## config.mk

```make
export PLATFORM = sky130hd
export DESIGN_NAME = hazard_stall_controller
export DESIGN_NICKNAME = d
export VERILOG_FILES = /design/src/rtl/hazard_stall_controller.sv
export SDC_FILE = /design/constraint.sdc
export NUM_CORES = 1
export LEC_CHECK = 0
export ABC_AREA = 0
export CORE_AREA = 2 2 39 41
export CTS_CLUSTER_SIZE = 10
export DETAILED_ROUTE_END_ITERATION = 6
export DIE_AREA = 0 0 41 43
export PLACE_DENSITY = 0.68
export SLEW_MARGIN = 20
export SYNTH_ARGS = -nofsm -noshare
export SYNTH_HDL_FRONTEND = slang
export SYNTH_SLANG_ARGS = --single-unit
```

## constraint.sdc

```tcl
create_clock -name clk -period 3.95 [get_ports clk]
set_clock_uncertainty 0.05 [all_clocks]
set_input_delay 0.79 -clock clk [delete_from_list [all_inputs] [get_ports clk]]
set_output_delay 0.79 -clock clk [all_outputs]
set_load 0.1 [all_outputs]
```

## src/rtl/hazard_stall_controller.sv

```systemverilog
// rtl/hazard_stall_controller.sv - pipeline hazard sequencer for the 5-stage MIPS core
//
// Purpose: combinational load-use / taken-branch / jump hazard decode plus a
// registered RUN/MULDIV FSM that freezes the front of the pipe while a
// multi-cycle mul/div instruction occupies EX.
// Optional feature macro: HAZARD_PERF_CNT_EN (adds saturating event counters).
//
// Ports:
//   clk, reset          core clock, synchronous active-high reset
//   ID_reg_rs/rt        source registers of the instruction in ID
//   ID_uses_rt          ID instruction reads rt
//   ID_jump             jump decoded in ID
//   EX_mem_read         load in EX, EX_reg_rt is its destination
//   EX_muldiv           mul/div instruction in EX
//   EX_branch_taken     branch in EX resolved taken
//   pc_write, IF_ID_write, ID_EX_write    pipeline register enables
//   IF_ID_flush, ID_EX_flush, EX_MEM_bubble  NOP insertion controls
//   muldiv_busy         mul/div freeze active this cycle
//   loaduse_stalls, muldiv_stalls, flush_events  (HAZARD_PERF_CNT_EN only)
module hazard_stall_controller #(
  parameter int MULDIV_CYCLES = 4,
  parameter int CNT_W         = 3
) (
  input  logic       clk,
  input  logic       reset,
  input  logic [4:0] ID_reg_rs,
  input  logic [4:0] ID_reg_rt,
  input  logic       ID_uses_rt,
  input  logic       ID_jump,
  input  logic       EX_mem_read,
  input  logic [4:0] EX_reg_rt,
  input  logic       EX_muldiv,
  input  logic       EX_branch_taken,
  output logic       pc_write,
  output logic       IF_ID_write,
  output logic       ID_EX_write,
  output logic       IF_ID_flush,
  output logic       ID_EX_flush,
  output logic       EX_MEM_bubble,
  output logic       muldiv_busy
`ifdef HAZARD_PERF_CNT_EN
  ,
  output logic [15:0] loaduse_stalls,
  output logic [15:0] muldiv_stalls,
  output logic [15:0] flush_events
`endif
);

  typedef enum logic {RUN, MULDIV} state_t;

  // The accepting RUN cycle is already one freeze cycle, so MULDIV counts
  // down the remaining MULDIV_CYCLES-2 freezes and then one release cycle.
  localparam logic [CNT_W-1:0] CNT_LOAD = CNT_W'(MULDIV_CYCLES - 2);

  state_t           state, state_nxt;
  logic [CNT_W-1:0] cnt, cnt_nxt;
  logic             freeze;
  logic             load_use;

  always_comb begin
    freeze   = ((state == RUN) && EX_muldiv) || ((state == MULDIV) && (cnt != '0));
    // Register 0 is hard-wired zero, so a load "to" it never creates a hazard.
    load_use = EX_mem_read && (EX_reg_rt != 5'd0) &&
               ((EX_reg_rt == ID_reg_rs) || (ID_uses_rt && (EX_reg_rt == ID_reg_rt)));
  end

  always_ff @(posedge clk) begin
    if (reset) begin
      state <= RUN;
      cnt   <= '0;
    end else begin
      state <= state_nxt;
      cnt   <= cnt_nxt;
    end
  end

  always_comb begin
    state_nxt = state;
    cnt_nxt   = cnt;
    case (state)
      RUN: begin
        if (EX_muldiv) begin
          state_nxt = MULDIV;
          cnt_nxt   = CNT_LOAD;
        end
      end
      MULDIV: begin
        // EX_muldiv is not sampled here: EX still holds the current op.
        if (cnt != '0) cnt_nxt = cnt - CNT_W'(1);
        else           state_nxt = RUN;
      end
    endcase
  end

  always_comb begin
    pc_write      = 1'b1;
    IF_ID_write   = 1'b1;
    ID_EX_write   = 1'b1;
    IF_ID_flush   = 1'b0;
    ID_EX_flush   = 1'b0;
    EX_MEM_bubble = 1'b0;
    muldiv_busy   = 1'b0;
    if (reset) begin
      pc_write      = 1'b0;
      IF_ID_write   = 1'b0;
      ID_EX_write   = 1'b0;
      IF_ID_flush   = 1'b1;
      ID_EX_flush   = 1'b1;
      EX_MEM_bubble = 1'b1;
    end else if (freeze) begin
      pc_write      = 1'b0;
      IF_ID_write   = 1'b0;
      ID_EX_write   = 1'b0;
      EX_MEM_bubble = 1'b1;
      muldiv_busy   = 1'b1;
    end else if (EX_branch_taken) begin
      IF_ID_flush   = 1'b1;
      ID_EX_flush   = 1'b1;
    end else if (load_use) begin
      // A jump in ID waits here; it is re-decoded after the bubble.
      pc_write      = 1'b0;
      IF_ID_write   = 1'b0;
      ID_EX_flush   = 1'b1;
    end else if (ID_jump) begin
      IF_ID_flush   = 1'b1;
    end
  end

`ifdef HAZARD_PERF_CNT_EN
  logic lu_evt, md_evt, fl_evt;

  always_comb begin
    md_evt = !reset && freeze;
    lu_evt = !reset && !freeze && !EX_branch_taken && load_use;
    fl_evt = !reset && !freeze && (EX_branch_taken || (ID_jump && !load_use));
  end

  always_ff @(posedge clk) begin
    if (reset) begin
      loaduse_stalls <= '0;
      muldiv_stalls  <= '0;
      flush_events   <= '0;
    end else begin
      if (lu_evt && (loaduse_stalls != 16'hFFFF)) loaduse_stalls <= loaduse_stalls + 16'd1;
      if (md_evt && (muldiv_stalls  != 16'hFFFF)) muldiv_stalls  <= muldiv_stalls  + 16'd1;
      if (fl_evt && (flush_events   != 16'hFFFF)) flush_events   <= flush_events   + 16'd1;
    end
  end
`endif

endmodule

```

==> qor.csv <==
stage;metric;value;unit
sta;hold_viol_final;0;
worst_setup_path;critical_path_class;in2out;
placement;port_buffers;28;
floorplan;top_level_ports;29;
pwr;power.total;238;µW
worst_setup_path;critPathTopFamily;buffers and inverters;
worst_setup_path;crit_path_end_kind;primary output;
placement;dpl_worst_slack;0.526;ns
cts;cts_hold_buf;0;
grt;grt_pass1_wl;1740;µm
synthesis;synth_cell_types;24;
layout;area_growth;89.9;%
worst_setup_path;cp_cell_sequence;clkdlybuf4s50_1 -> or4_4 -> o21ai_2 -> nor2_1 -> a221o_1 -> buf_12;
floorplan;core;1380;µm²
routing;vias;465;
placement;gp_congestion;0.623;
floorplan;die_area;1760;µm²
sta;setup-tns-final;0;ns
synthesis;synthesis.nets;75;
synthesis;synth_top_area_share;22.2;%
sta;slew_violations;0;
routing;wl_met2;507;µm
floorplan;die_w;41;µm
routing;first_pass_iters;2;
cts;clk_pin_slew;0.04;ns
grt;grt_overflow;0;
routing;ant_nets;0;
worst_setup_path;cp.arrival;2.58;ns
sta;final-setup-viol-count;0;
synthesis;ys_async_sr_fraction;0;%
layout;fin_area;751;µm²
cts;clk_latency;0.23;ns
layout;drive_above_1_share;20.0;%
routing;post_drt_wl_per_cell;9.98;µm
hold_path;hold_start;cnt[0];
sta;worst_pin_slew;0.342;ns
cts;cts_tree;yes;
floorplan;initial_utilization;28.6;%
cts;clk_path_buf_depth;2;
synthesis;ys.flop_type;dfxtp_1;
sta;max_freq;293;MHz
worst_setup_path;cp_slowest_cell;or4_4;
routing;met1_length;362;µm
worst_setup_path;r2r_setup_slack;2.66;ns
pwr;total_leakage_power;0.000292;µW
worst_setup_path;worstSetupStartpoint;EX_reg_rt[1];
grt;grt_start_max_net_pins;10;
synthesis;synth_edf_count;0;
synthesis;synth_area_per_cell;7.75;µm²
layout;fin_nets;106;
floorplan;die_h;43;µm
cts;cts_buffers;3;
floorplan;fp-row-count;14;
routing;wl;958;µm
synthesis;synth_area;395;µm²
job;max-cap-violations;0;
hold_path;hold_path_class;reg2reg;
sta;finalWorstSetupSlack;0.533;ns
sta;maxSlewHeadroom;77.2;%
synthesis;yosys_warnings;0;
cts;cts_htree_levels;1;
cts;clockRootBuffer;clkbuf_4;
routing;wl_met3;88;µm
worst_setup_path;path_buf_inv;2;
routing;highest_layer;met3;
placement;hpwlAfterDp;871;µm
synthesis;yosysTopAreaCell;xnor2_1;
run_status;status;finished clean;
grt;antenna_found_initial;0;
worst_setup_path;reg2reg_from;cnt[0];
cts;cts-resized-gates;0;
placement;placed_area;728;µm²
worst_setup_path;crit_path_max_fanout;3;
worst_setup_path;cpPeakStageDelay;0.55;ns
sta;rsz0062_at_grt;false;
grt;grt_pass1_vias;494;
grt;grt_util_all_layers;14.0;%
cts;cts.sinks;4;
sta;min_period_over_period;86.5;%
synthesis;syn-instance-count;51;
layout;nFillCells;125;
cts;post-cts-setup-buffers;0;
sta;post-route-min-period;3.42;ns
pwr;p_per_area;317;nW/µm²
layout;antenna_cells;0;
routing;drc;0;
routing;viasPerCell;4.84;
pwr;peakVddDrop;0.147;mV
routing;initialDrtViolationCount;1;
worst_setup_path;crit_required;3.11;ns
synthesis;ys_seq_elements;4;
worst_setup_path;cp-start-kind;primary input;
synthesis;synthTopCellsByArea;xnor2_1, dfxtp_1, nor2_1, ha_1, a21oi_1;
synthesis;synth-seq-area-share;20.3;%
[through the flow]
| step | hold WS (ns) | std cells | util (%) |
|---|---|---|---|
| after floorplan | 0.382 | 51 | - |
| after global placement | 0.389 | 93 | 52.6 |
| after detailed placement | 0.400 | 93 | 52.6 |
| after CTS | 0.408 | 96 | 54.2 |
| after global routing | 0.444 | 96 | 54.2 |
| final | 0.403 | 96 | 54.2 |
[worst paths after layout]
check                     end  cells after the start
setup / recovery  ID_EX_flush                      6
hold / removal         cnt[0]                      2
setup reg to reg       cnt[1]                      5
hold reg to reg        cnt[0]                      2
[cell usage in the layout, fill, tap and decap left out, types with 2 or more instances in the layout]
cell type         n
nor2_1            6
inv_1             4
clkdlybuf4s50_1  21
buf_12            4
buf_4             3
dfxtp_1           4
clkbuf_4          3
ha_1              2
xnor2_1          10
a21oi_1           2
nor3_1            2
nand2_1           3
[tightest hold or removal path, delay by kind of cell (launching register included)]
kind / cells / cell delay, ns
and+or+nand+nor: 1 / 0.05
DFF: 1 / 0.30
AOI/OAI and AO/OA: 1 / 0.05
[cell usage after synthesis (2+ instances only)]
cell and count:
a21oi_1 3, dfxtp_1 4, ha_1 2, inv_1 4, nand2_1 3, nor2_1 7
nor3_1 2, xnor2_1 10
[cell families after synthesis]
group | after synthesis | synth area share, %
muxes | 1 | 2.53
adders and majority gates | 2 | 6.33
and+or+nand+nor | 17 | 21.8
xor gates and xnor gates | 10 | 22.2
buffers and inverters | 6 | 6.64
AOI/OAI and AO/OA | 11 | 20.3
DFF | 4 | 20.3
[registers in the layout, summed over array words and instances (netlist names)]
name / count
cnt: 3
state: 1
[routing by layer]
layer | vias to the layer above | track usage, %
li1 | 236 | -
met1 | 206 | 13.7
met2 | 23 | 24.4
met3 | 0 | 5.24
met4 | 0 | 6.00
met5 | - | 0
[where the power goes]
group	internal (µW)	switching, µW	total (µW)
Clock	33.8	14.6	48.4
Combinational	57.6	84.4	142
Sequential	44.3	2.91	47.2
[area by class of cell]
cell class	instances	area [µm²]	share of cell area, %
clock buffers	3	22.5	3.00
inverters	4	15.0	2.00
multi-input cells	41	300	40.0
flip-flops and latches	4	80.1	10.7
well taps	16	20.0	2.67
repair buffers	28	313	41.7
Note: power is estimated with default switching activity, not from simulation.
